===== src/rtl/id_ex_pipe_ctrl.sv =====
// rtl/id_ex_pipe_ctrl.sv - ID/EX pipeline register with stall/flush control
// Bubbles on flush, load-use hazard or empty ID; tracks stall/flush counts and stall-length watchdog.
module id_ex_pipe_ctrl #(
    parameter int CNT_W     = 32,
    parameter int MAX_STALL = 2
) (
    input  logic             cpu_clk,
    input  logic             cpu_rst,
    input  logic             ID_valid,
    input  logic [31:0]      ID_pc,
    input  logic [31:0]      ID_pc4,
    input  logic [31:0]      ID_ext,
    input  logic [31:0]      ID_rD1,
    input  logic [31:0]      ID_rD2,
    input  logic [4:0]       ID_wR,
    input  logic             ID_rf_we,
    input  logic [1:0]       ID_rf_wsel,
    input  logic [3:0]       ID_alu_op,
    input  logic             ID_alub_sel,
    input  logic             ID_dram_we,
    input  logic             ID_branch,
    input  logic             ID_jump,
    input  logic             data_hazard,
    input  logic             EX_flush,
    output logic             EX_valid,
    output logic [31:0]      EX_pc,
    output logic [31:0]      EX_pc4,
    output logic [31:0]      EX_ext,
    output logic [31:0]      EX_rD1,
    output logic [31:0]      EX_rD2,
    output logic [4:0]       EX_wR,
    output logic             EX_rf_we,
    output logic [1:0]       EX_rf_wsel,
    output logic [3:0]       EX_alu_op,
    output logic             EX_alub_sel,
    output logic             EX_dram_we,
    output logic             EX_branch,
    output logic             EX_jump,
    output logic             pc_stall,
    output logic             ifid_stall,
    output logic             ifid_flush,
    output logic [CNT_W-1:0] stall_cnt,
    output logic [CNT_W-1:0] flush_cnt,
    output logic             hazard_err
);

    localparam int              RUN_W   = $clog2(MAX_STALL) + 1;
    localparam logic [RUN_W-1:0] RUN_MAX = RUN_W'(MAX_STALL);

    logic             stall_now;
    logic             bubble;
    logic [RUN_W-1:0] run_cnt;
    logic [RUN_W-1:0] run_next;

    // A flush squashes the instruction that would otherwise be stalled.
    assign stall_now  = data_hazard & ~EX_flush;
    assign bubble     = EX_flush | data_hazard | ~ID_valid;
    assign pc_stall   = ~cpu_rst & stall_now;
    assign ifid_stall = ~cpu_rst & stall_now;
    assign ifid_flush = ~cpu_rst & EX_flush;

    always_comb begin
        run_next = '0;
        if (stall_now) begin
            run_next = (run_cnt == RUN_MAX) ? run_cnt : run_cnt + RUN_W'(1);
        end
    end

    always_ff @(posedge cpu_clk) begin
        if (cpu_rst || bubble) begin
            EX_valid    <= 1'b0;
            EX_pc       <= '0;
            EX_pc4      <= '0;
            EX_ext      <= '0;
            EX_rD1      <= '0;
            EX_rD2      <= '0;
            EX_wR       <= '0;
            EX_rf_we    <= 1'b0;
            EX_rf_wsel  <= '0;
            EX_alu_op   <= '0;
            EX_alub_sel <= 1'b0;
            EX_dram_we  <= 1'b0;
            EX_branch   <= 1'b0;
            EX_jump     <= 1'b0;
        end else begin
            EX_valid    <= 1'b1;
            EX_pc       <= ID_pc;
            EX_pc4      <= ID_pc4;
            EX_ext      <= ID_ext;
            EX_rD1      <= ID_rD1;
            EX_rD2      <= ID_rD2;
            EX_wR       <= ID_wR;
            EX_rf_we    <= ID_rf_we;
            EX_rf_wsel  <= ID_rf_wsel;
            EX_alu_op   <= ID_alu_op;
            EX_alub_sel <= ID_alub_sel;
            EX_dram_we  <= ID_dram_we;
            EX_branch   <= ID_branch;
            EX_jump     <= ID_jump;
        end
    end

    always_ff @(posedge cpu_clk) begin
        if (cpu_rst) begin
            stall_cnt  <= '0;
            flush_cnt  <= '0;
            run_cnt    <= '0;
            hazard_err <= 1'b0;
        end else begin
            if (stall_now && stall_cnt != {CNT_W{1'b1}}) begin
                stall_cnt <= stall_cnt + CNT_W'(1);
            end
            if (EX_flush && flush_cnt != {CNT_W{1'b1}}) begin
                flush_cnt <= flush_cnt + CNT_W'(1);
            end
            run_cnt    <= run_next;
            hazard_err <= hazard_err | (run_next == RUN_MAX);
        end
    end

endmodule


===== config.mk =====
export PLATFORM = sky130hd
export DESIGN_NAME = id_ex_pipe_ctrl
export DESIGN_NICKNAME = d
export VERILOG_FILES = /design/src/rtl/id_ex_pipe_ctrl.sv
export SDC_FILE = /design/constraint.sdc
export NUM_CORES = 1
export LEC_CHECK = 0
export ABC_AREA = 1
export BUFFER_PORTS_ARGS = -buffer_cell sky130_fd_sc_hd__buf_4
export CORE_AREA = 10 10 158 160
export CTS_CLUSTER_SIZE = 30
export DETAILED_ROUTE_END_ITERATION = 8
export DIE_AREA = 0 0 168 170
export PLACE_DENSITY = 0.78
export SYNTH_ARGS = -nofsm -noshare
export SYNTH_HDL_FRONTEND = slang
export SYNTH_SLANG_ARGS = --single-unit
export TNS_END_PERCENT = 100

===== constraint.sdc =====
create_clock -name cpu_clk -period 3 [get_ports cpu_clk]
set_input_delay 0.15 -clock cpu_clk [delete_from_list [all_inputs] [get_ports cpu_clk]]
set_output_delay 0.15 -clock cpu_clk [all_outputs]
set_load 0.05 [all_outputs]

==> results of run 1 <==
worst max path at each step:
stage / to / slack [ps]
finish: stall_cnt[26]$_SDFFE_PP0P_ / 850
floorplan: stall_cnt[27]$_SDFFE_PP0P_ / 990
global route: stall_cnt[26]$_SDFFE_PP0P_ / 550
CTS: stall_cnt[26]$_SDFFE_PP0P_ / 880
global placement: stall_cnt[20]$_SDFFE_PP0P_ / 960
detailed placement: stall_cnt[26]$_SDFFE_PP0P_ / 890
metal layers:
| metal | vias to the layer above | wire length, um | part of all wire (%) | global-route usage, % |
|---|---|---|---|---|
| met5 | - | 0 | 0 | 0 |
| li1 | 4799 | - | - | - |
| met2 | 519 | 20600 | 50 | 48.1 |
| met4 | 0 | 2410 | 5.9 | 13.9 |
| met3 | 131 | 3740 | 9.2 | 8.06 |
| met1 | 4599 | 14100 | 34 | 26.9 |
cells in the final DEF (no fill, tap or decap):
cell type and instances:
buf_4 427, o21ai_0 3, nand3_2 1, a21oi_1 49, clkinvlp_4 2, and2_1 5
nor2_1 333, o21bai_1 1, nand3_1 56, dlygate4sd3_1 177, nor2_4 6, nor2_2 8
ha_1 3, nand2_2 7, xnor2_1 1, nand3b_1 3, xor2_1 6, clkinv_2 5
nand3_4 2, inv_2 6, dfxtp_1 244, clkbuf_16 27, clkbuf_1 6, clkbuf_8 4
nand2_1 189, diode_2 7, nor3_1 6, inv_1 231, bufinv_16 4, o31ai_1 1
buf_12 2, nand4_1 19
what timing repair did:
action	in CTS	in global routing
hold endpoints to repair	184	0
resized for setup	0	0
hold buffers	177	0
worst register-to-register path: stages, from the launching register on:
cell and delay (ps):
dfxtp_1 400, ha_1 250, nand2_2 80, nor2_4 140, nand2_2 110, nor2_4 140, nand3_2 470, nand2_1 270
nand2_1 70, nand2_1 60, nor2_1 50
state kept, by name, indices dropped and copies added (netlist names), 2 cells and up:
name	count
flush_cnt	32
run_cnt	2
EX_ext	32
EX_rf_wsel	2
EX_pc	32
EX_rD2	32
EX_wR	5
EX_rD1	32
stall_cnt	32
EX_pc4	32
EX_alu_op	4
final cells by class:
class / instances / area [um2] / area share, %
clock buffers: 37 / 753 / 4.99
multi-input cells: 699 / 3020 / 20.0
clock inverters: 11 / 160 / 1.06
inverters: 237 / 890 / 5.89
repair buffers: 606 / 5020 / 33.2
flip-flops and latches: 244 / 4880 / 32.4
well taps: 280 / 350 / 2.32
diodes: 7 / 17.5 / 0.116
metrics by stage:
step           hold WS (ps)  power, mW  instance area (um2)  utilization (%)
2_1_floorplan           262       3.69                 9010                -
6_report               42.2       7.59                15100             69.6
4_1_cts                6.99       7.56                15100             69.5
3_5_place_dp            370       3.99                12400             57.1
5_1_grt                50.2       7.78                15100             69.6
3_3_place_gp            362       3.98                12400             57.1
power by group through the flow:
| stage | logic [mW] | clock network [mW] | registers, mW |
|---|---|---|---|
| detailed placement | 0.608 | 0 | 3.38 |
| floorplan | 0.139 | 0 | 3.55 |
| global route | 0.892 | 3.58 | 3.32 |
| CTS | 0.812 | 3.43 | 3.31 |
| global placement | 0.599 | 0 | 3.38 |
| finish | 0.850 | 3.42 | 3.32 |
cells by family (layout without fill, tap and decap cells):
family                   count (synthesis)  after routing  share of synthesized area, %
AND/OR/NAND/NOR                        635            635                          29.4
buffers and inverters                  275            891                          12.2
flip-flops                             244            244                          54.2
AO/OA/AOI/OAI                           54             54                          3.06
XOR/XNOR                                 7              7                         0.681
adder cells (fa/ha/maj)                  3              3                         0.417
other                                    0              7                             0
==> results by group, run 1 <==
Timing
  – Fin. max-slew vios: 0
  – Fmax: 466 MHz
  – Final worst path period share: 71.6%
  – Post-route setup slack: 852 ps
  – Setup TNS: 0 ps
  – Final setup fails: 0
  – Relative slew slack: 54.7%
  – Hold Fails Final Rpt: 0
  – Setup repair after global routing missed its margin: false
  – Slew @ Worst Pin: 678 ps
  – Minimum clock period: 2150 ps
  – Worst Skew: 6.80 ps

Critical path
  – Critical path launch point: stall_cnt[0]$_SDFFE_PP0P_
  – Reg2Reg Launch Point: stall_cnt[0]$_SDFFE_PP0P_
  – Crit-path slowest cell: nand3_2
  – Critical path depth: 10
  – Crit path cell chain: ha_1 -> nand2_2 -> nor2_4 -> nand2_2 -> nor2_4 -> nand3_2 -> nand2_1 -> nand2_1 -> nand2_1 -> nor2_1
  – Critical Path Max Stage Delay: 470 ps
  – Worst setup EP type: register
  – CP max FO: 31
  – Reg2Reg Depth: 10
  – CP arrival: 2560 ps
  – Most frequent CP cell: nand2_1
  – CP Launch Type: register
  – Crit path kind: reg -> reg
  – R2r setup slk: 850 ps
  – Critical R2R Capture: stall_cnt[26]$_SDFFE_PP0P_
  – Buf/Inv on CP: 0
  – CP Data Required Time: 3410 ps
  – CP top delay family: simple AND/OR/NAND/NOR gates

Global routing
  – First-pass GRT wire length: 60100 um
  – GR Overflow Total: 0
  – Vias in the first global route: 10318
  – Largest net degree at the start of global routing: 85
  – Initial antenna violation count: 4
  – Gr usage total: 26.5%

Clock tree
  – Clk root buf: clkbuf_16
  – Num CTS Buffers: 26
  – Worst-skew pair later-pin latency: 520 ps
  – Clk sinks: 244
  – CTS tree: built
  – H-Tree Level Count: 1
  – Reg clk slew, reported paths: 60 ps
  – # Post-CTS Setup Buffers: 0
  – Longest Clk Path Bufs: 3

Flow run
  – Max-cap viol count: 0

Placed design
  – Pre-CTS setup slack: 893 ps
  – GP Congestion: 0.922
  – Hpwl dp: 25700 um
  – Placed Instances: 1889
  – Count of input and output buffers: 425

Synth
  – #FFs+latches synth: 244
  – Syn nets: 1402
  – Mapped Cells: 1218
  – Synth warn: 0
  – Yosys cell types: 27
  – Area leader, netlist: dfxtp_1
  – Avg Cell Area, Syn: 7.40 um2
  – Top cells by count, synth: nor2_1, dfxtp_1, inv_1
  – Yosys top cell area share: 54.2%
  – Seq/Total Area, Yosys: 54.2%
  – Async SR Flop Fraction: 0%
  – Synth area leaders: dfxtp_1, nor2_1, inv_1, nand2_1, nand3_1
  – Top_reg_cell synth: dfxtp_1
  – Number of synthesized flops with an enable pin: 0
  – Synthesized area: 0.00901 mm2
  – Most common cell in the netlist: nor2_1

Power and ir drop
  – Net Sw Frac: 23.8%
  – Flop pwr share: 43.7%
  – Clock power frac: 45.1%
  – VDD IR max: 0.437 mV
  – Power Dens Cells: 503 mW/mm2
  – Static Leakage: 7.68 nW
  – Internal Power: 5.79 mW
  – Comb pwr share: 11.2%
  – P_sw: 1.80 mW

Route
  – Via count: 10048
  – Vias per std cell: 4.74
  – Total Wirelength: 40800 um
  – Drt initial violations: 723
  – Post-DR wirelength/cell: 19.3 um
  – Drt first pass iters: 5
  – DRC violations left: 0
  – Final ANT Viol Nets: 0

Outcome
  – Status: finished, final reports clean

Final layout
  – Final Non-Filler Cells: 2121
  – Fin nets: 1998
  – P&R area growth vs syn: 67.6%
  – Fillers: 1515
  – Layout cells sized above 1: 27.3%

Worst hold path
  – Hold_sp: EX_flush
  – Worst Hold Class: in -> reg
  – Hold EP: flush_cnt[24]$_SDFFE_PP0P_
  – Worst hold path depth: 5

Floorplanning
  – Row count: 54
  – Core ar.: 0.0217 mm2
  – Die width: 168 um
  – Ports: 426
  – Starting Density: 41.5%
  – Die Ht: 170 um
  – Die Area: 0.0286 mm2
Note: power is estimated with default switching activity, not from simulation.
==> run 2, diff against run 1 <==
Settings changed: CORE_AREA 10 10 158 160 to 10 10 156 158, DIE_AREA 0 0 168 170 to 0 0 166 168, PLACE_DENSITY 0.78 to 0.79.
Clock period 3 ns to 2.1 ns, I/O delays scaled along.
==> run 2 against run 1 <==
  * Maximum frequency rose by 12%
  * Critical path type unchanged
  * Non-clock buffer count rose by 14
  * Critical path depth did not move
  * Highest routed layer unchanged
  * Sequential power rose by 42%
  * First-iteration DRC count rose by 4.0%
  * Register-to-register slack got worse by 660 ps
==> results by group, run 2 (synthesis results as in run 1) <==
Clock tree
  – Clk root buf: clkbuf_16
  – Clk sinks: 244 (unchanged)
  – H-Tree Level Count: 1 (unchanged)
  – Longest Clk Path Bufs: 3 (unchanged)
  – # Post-CTS Setup Buffers: 0 (unchanged)
  – Worst-skew pair later-pin latency: 530 ps (about the same)
  – Num CTS Buffers: 25 (-3.8%)
  – CTS tree: built
  – Reg clk slew, reported paths: 70 ps (about the same)

Floorplanning
  – Row count: 54 (unchanged)
  – Core ar.: 0.0214 mm2 (-1.2%)
  – Ports: 426 (unchanged)
  – Die width: 166 um (-1.2%)
  – Die Ht: 168 um (-1.2%)
  – Die Area: 0.0279 mm2 (-2.4%)
  – Starting Density: 42.1% (+0.52 points)

Placed design
  – Hpwl dp: 26100 um (+1.7%)
  – Placed Instances: 1902 (+0.69%)
  – GP Congestion: 0.912 (-1.1%)
  – Count of input and output buffers: 425 (unchanged)
  – Pre-CTS setup slack: 78.7 ps (-815 ps)

Route
  – Final ANT Viol Nets: 0 (unchanged)
  – Drt initial violations: 752 (+4.0%)
  – Post-DR wirelength/cell: 19.7 um (+2.1%)
  – DRC violations left: 0 (unchanged)
  – Drt first pass iters: 5 (unchanged)
  – Via count: 10264 (+2.1%)
  – Total Wirelength: 41900 um (+2.7%)
  – Vias per std cell: 4.81 (+1.6%)

Critical path
  – Crit path kind: reg -> reg
  – CP arrival: 2340 ps (-220 ps)
  – CP Launch Type: register
  – Worst setup EP type: register
  – CP max FO: 23 (-26%)
  – CP Data Required Time: 2530 ps (-880 ps)

Flow run
  – Max-cap viol count: 0 (unchanged)

Timing
  – Minimum clock period: 1910 ps (-237 ps)
  – Final setup fails: 0 (unchanged)
  – Setup repair after global routing missed its margin: false
  – Post-route setup slack: 189 ps (-663 ps)
  – Relative slew slack: 58.4% (+3.7 points)
  – Setup TNS: 0 ps (unchanged)
  – Slew @ Worst Pin: 624 ps (-54.0 ps)
  – Hold Fails Final Rpt: 0 (unchanged)
  – Fin. max-slew vios: 0 (unchanged)
  – Worst Skew: 12.2 ps (+5.42 ps)
  – Final worst path period share: 91.0% (+19 points)
  – Fmax: 523 MHz (+12%)

Power and ir drop
  – Power Dens Cells: 690 mW/mm2 (+37%)
  – Static Leakage: 7.73 nW (+0.58%)
  – VDD IR max: 0.641 mV (+47%)

Final layout
  – Layout cells sized above 1: 27.8% (+0.51 points)
  – Most frequent cells in the layout: buf_4, nor2_1, dfxtp_1, inv_1, nand2_1
  – Fin nets: 2012 (+0.70%)
  – Fillers: 1483 (-2.1%)
  – Commonest non-fill, non-tap cell in the layout: buf_4
  – Final Non-Filler Cells: 2133 (+0.57%)
  – P&R area growth vs syn: 68.1%

Global routing
  – Gr usage total: 27.9% (+1.4 points)
  – Vias in the first global route: 10563 (+2.4%)
  – Initial antenna violation count: 5 (+1)
  – First-pass GRT wire length: 62200 um (+3.5%)
  – GR Overflow Total: 0 (unchanged)
  – Largest net degree at the start of global routing: 76 (-11%)

Outcome
  – Status: finished, final reports clean

Worst hold path
  – Worst Hold Class: in -> reg
run 2: cell types whose count changed in the layout (fill, tap and decap cells not counted), sizes merged:
cell	delta
nand3	+1
dlygate4sd3	+1
clkinv	-1
buf	+13
diode	-1
inv	+1
clkbuf	+3
clkinvlp	-1
bufinv	-4
run 2: worst paths after layout:
check                           slack, ps                          to  cells past startpoint                 startpoint
worst max-delay path                  190  flush_cnt[25]$_SDFFE_PP0P_                     10  flush_cnt[0]$_SDFFE_PP0P_
worst min-delay path                  140       run_cnt[1]$_SDFF_PP0_                      5                data_hazard
worst max register to register        190  flush_cnt[25]$_SDFFE_PP0P_                     10  flush_cnt[0]$_SDFFE_PP0P_
worst min register to register        510       hazard_err$_SDFF_PP0_                      2      hazard_err$_SDFF_PP0_
run 2: power breakdown:
part	internal [mW]	total, mW	switching [mW]
Combinational	0.589	1.23	0.637
Clock	2.56	4.50	1.93
Sequential	4.70	4.73	0.0373
run 2: per-stage QoR:
step | hold WS, ps | power (mW) | cell area (um2) | utilization (%)
after global routing | 160 | 10.7 | 15100 | 70.7
after floorplan | 217 | 5.27 | 9010 | -
after global placement | 317 | 5.70 | 12500 | 58.4
after detailed placement | 323 | 5.71 | 12500 | 58.4
after CTS | 125 | 10.4 | 15100 | 70.6
final | 137 | 10.5 | 15100 | 70.7
run 2: timing repair:
| item | CTS | global route |
|---|---|---|
| endpoints found under the hold margin | 187 | 0 |
| hold buffers | 178 | 0 |
| resized for setup | 0 | 1 |
| endpoints found under the setup margin | 0 | 24 |
run 2: final cells by class:
| class | count | area, um2 | share of cell area, % |
|---|---|---|---|
| timing repair buffer | 620 | 5140 | 33.9 |
| sequential | 244 | 4880 | 32.2 |
| multi-input combinational | 700 | 3040 | 20.1 |
| inverter | 237 | 890 | 5.87 |
| clock buffer | 40 | 782 | 5.16 |
| tap | 280 | 350 | 2.31 |
| clock inverter | 6 | 47.5 | 0.314 |
| antenna | 6 | 15.0 | 0.0991 |
run 2: metal layers:
layer | wire, um | global-route usage, % | vias up
met4 | 2060 | 13.5 | 0
met3 | 3960 | 8.80 | 129
met2 | 21200 | 50.1 | 593
li1 | - | - | 4828
met5 | 0 | 0 | -
met1 | 14700 | 29.1 | 4714
run 2: worst max-delay path: stages, from the launching register on:
cell and delay [ps]:
dfxtp_1 390, ha_1 240, inv_1 50, nor2_1 120, nand2_2 100, nor2_4 230, nand3_4 290, nand2_1 200
nand2_1 70, nand2_1 50, nor2_1 40
==> run 3, diff against run 2 <==
Settings changed: ABC_AREA 1 to unset, PLACE_DENSITY 0.79 to 0.76.
==> run 3 against run 2 <==
  * Critical path depth fell by 4
  * Sequential power hardly changed
  * Core utilization down 2.0 points
  * First-iteration DRC count decreased by 20%
  * Sequential share of layout area up 1.4 points
  * Register-to-register slack worse by 70 ps
  * Via count down 17%
  * Worst hold slack worse by 82 ps
  * Flip-flop and latch count stayed put
  * Final cell count down 19%
==> results by group, run 3 <==
Worst hold path
  – Worst Hold Class: in -> reg

Final layout
  – Fillers: 1494 (+0.74%)
  – Fin util: 68.7% (-2.0 points)
  – Layout cells sized above 1: 39.4% (+12 points)
  – Multi-input logic area: 0.00326 mm2 (+7.2%)
  – Fin nets: 1610 (-20%)
  – FF/Latch Area: 0.00495 mm2 (+1.4%)
  – Commonest non-fill, non-tap cell in the layout: buf_4
  – P&R area growth vs syn: 76.2%
  – Most frequent cells in the layout: buf_4, dfxtp_1, and2_1, dlygate4sd3_1

Global routing
  – GR Overflow Total: 0 (unchanged)
  – Largest net degree at the start of global routing: 91 (+20%)
  – Vias in the first global route: 9109 (-14%)
  – Initial antenna violation count: 8 (+3)
  – First-pass GRT wire length: 54200 um (-13%)
  – Gr usage total: 24.5% (-3.4 points)

Clock tree
  – Longest Clk Path Bufs: 3 (unchanged)
  – Clk sinks: 244 (unchanged)
  – Worst-skew pair later-pin latency: 510 ps (-20 ps)
  – Reg clk slew, reported paths: 60 ps (about the same)
  – CTS tree: built
  – Clk root buf: clkbuf_16
  – H-Tree Level Count: 1 (unchanged)
  – Num CTS Buffers: 26 (+4.0%)

Floorplanning
  – Die width: 166 um (unchanged)
  – Die Ht: 168 um (unchanged)
  – Row count: 54 (unchanged)
  – Starting Density: 39.0% (-3.0 points)
  – Die Area: 0.0279 mm2 (unchanged)
  – Ports: 426 (unchanged)
  – Core ar.: 0.0214 mm2 (unchanged)

Synth
  – Yosys top cell area share: 58.5% (+4.2 points)
  – Synth area leaders: dfxtp_1, and2_1, a21oi_1, or4_1, o31ai_1
  – #FFs+latches synth: 244 (unchanged)
  – Most common cell in the netlist: dfxtp_1
  – Syn nets: 989 (-29%)
  – Avg Cell Area, Syn: 10.4 um2 (+40%)
  – Seq/Total Area, Yosys: 58.5% (+4.2 points)
  – Synth warn: 0 (unchanged)
  – Mapped Cells: 805 (-34%)
  – Top cells by count, synth: dfxtp_1, and2_1, a21oi_1
  – Async SR Flop Fraction: 0% (unchanged)
  – Number of synthesized flops with an enable pin: 0 (unchanged)
  – Synthesized area: 0.00836 mm2 (-7.2%)
  – Top_reg_cell synth: dfxtp_1
  – Yosys cell types: 55 (+100%)
  – Area leader, netlist: dfxtp_1

Critical path
  – CP arrival: 2380 ps (+40 ps)
  – CP Launch Type: register
  – Critical Path Max Stage Delay: 480 ps (+90 ps)
  – Worst setup EP type: register
  – Crit path kind: reg -> reg
  – Crit-path slowest cell: or4b_4
  – Crit path cell chain: and4_4 -> or4b_4 -> nor4_4 -> buf_4 -> nand3b_1 -> mux2_1
  – R2r setup slk: 120 ps (-70 ps)
  – CP max FO: 6 (-74%)
  – CP Data Required Time: 2500 ps (-30 ps)

Timing
  – Minimum clock period: 1980 ps (+72.1 ps)
  – Worst Skew: 7.84 ps (-4.38 ps)
  – Final setup fails: 0 (unchanged)
  – Relative slew slack: 72.2% (+14 points)
  – Final worst path period share: 94.4% (+3.4 points)
  – Worst Hold Slack: 54.9 ps (-82.1 ps)
  – Fmax: 504 MHz (-3.6%)
  – Post-route setup slack: 117 ps (-72.1 ps)
  – Hold Fails Final Rpt: 0 (unchanged)
  – Slew @ Worst Pin: 414 ps (-210 ps)
  – Fin. max-slew vios: 0 (unchanged)

Route
  – Vias per std cell: 4.94 (+2.7%)
  – Final ANT Viol Nets: 0 (unchanged)
  – Met1 Wirelength: 12900 um (-12%)
  – Max Used Layer: met4
  – Total Wirelength: 37200 um (-11%)
  – Drt first pass iters: 4 (-1)
  – Post-DR wirelength/cell: 21.5 um (+9.2%)
  – Via count: 8570 (-17%)
  – Drt initial violations: 601 (-20%)
  – Metal3 WL: 3620 um (-8.6%)
  – DRC violations left: 0 (unchanged)
  – DR WL met2: 19400 um (-8.6%)

Placed design
  – Count of input and output buffers: 425 (unchanged)
  – Pre-CTS setup slack: 63.0 ps (-15.7 ps)
  – GP Congestion: 0.884 (-3.1%)
  – Hpwl dp: 23900 um (-8.6%)

Power and ir drop
  – Comb pwr share: 10.2% (-1.5 points)
  – P_sw: 2.42 mW (-7.2%)
  – Internal Power: 7.89 mW (+0.50%)
  – Flop pwr share: 45.8% (+0.5 points)
  – Static Leakage: 6.58 nW (-15%)
  – VDD IR max: 0.607 mV (-5.3%)
  – Power Dens Cells: 700 mW/mm2 (+1.4%)
  – Clock power frac: 44.0% (+1.0 points)
  – Net Sw Frac: 23.5% (-1.5 points)
  – Overall power: 10.3 mW (-1.4%)

Flow run
  – Max-cap viol count: 0 (unchanged)

Outcome
  – Status: finished, final reports clean
[run 3: worst max-delay path: cells and delay by family, from the launching register on]
kind          cells  cell delay (ps)
buf+inv           1              180
mux               1              320
flops             1              370
simple gates      4              990
[run 3: cell type report]
cell class / count / area share, %
clock buffers: 41 / 5.29
multi-input cells: 504 / 22.2
diodes: 11 / 0.187
well taps: 280 / 2.38
clock inverters: 4 / 0.306
flip-flops and latches: 244 / 33.7
inverters: 12 / 0.306
repair buffers: 638 / 35.7
[run 3: per-layer routing]
| metal | global-route usage [%] | vias to the layer above |
|---|---|---|
| li1 | - | 4001 |
| met1 | 25.1 | 4107 |
| met2 | 44.1 | 386 |
| met3 | 9.08 | 76 |
| met4 | 10.4 | 0 |
| met5 | 0 | - |
[run 3: stage by stage]
step | area (um2) | setup TNS, ps | instances
after detailed placement | 12000 | 0 | 1499
after CTS | 14600 | 0 | 1721
after global routing | 14700 | -7.29 | 1732
after floorplan | 8430 | -40.3 | 805
final | 14700 | 0 | 1734
after global placement | 12000 | 0 | 1499
[run 3: power groups by stage]
| stage | clock (mW) | sequential (mW) | combinational, mW |
|---|---|---|---|
| after floorplan | 0 | 5.03 | 0.110 |
| after global placement | 0 | 4.81 | 0.721 |
| after detailed placement | 0 | 4.81 | 0.729 |
| after CTS | 4.53 | 4.71 | 1.02 |
| after global routing | 4.79 | 4.72 | 1.09 |
| final | 4.54 | 4.72 | 1.05 |
[run 3: worst paths after layout]
kind | startpoint | endpoint | cells past startpoint
worst min register to register | stall_cnt[26]$_SDFFE_PP0P_ | stall_cnt[26]$_SDFFE_PP0P_ | 2
worst max-delay path | stall_cnt[28]$_SDFFE_PP0P_ | stall_cnt[8]$_SDFFE_PP0P_ | 6
worst min-delay path | EX_flush | flush_cnt[4]$_SDFFE_PP0P_ | 4
worst max register to register | stall_cnt[28]$_SDFFE_PP0P_ | stall_cnt[8]$_SDFFE_PP0P_ | 6
[run 3: cell families (layout without fill, tap and decap cells)]
kind of cell    after synthesis  after routing  share of synthesized area, %
compound gates               94             94                          6.98
xor+xnor                     11             11                          1.15
fa+ha+maj                     3              3                         0.449
simple gates                385            385                          28.5
buf+inv                      57            695                          3.02
other cells                   0             11                             0
mux                          11             11                          1.45
flops                       244            244                          58.5
[run 3: what timing repair did]
item	4_1_cts	5_1_grt
buffers inserted	0	2
endpoints found under the setup margin	0	14
endpoints found under the hold margin	192	0
resized for setup	0	7
hold buffers	177	0
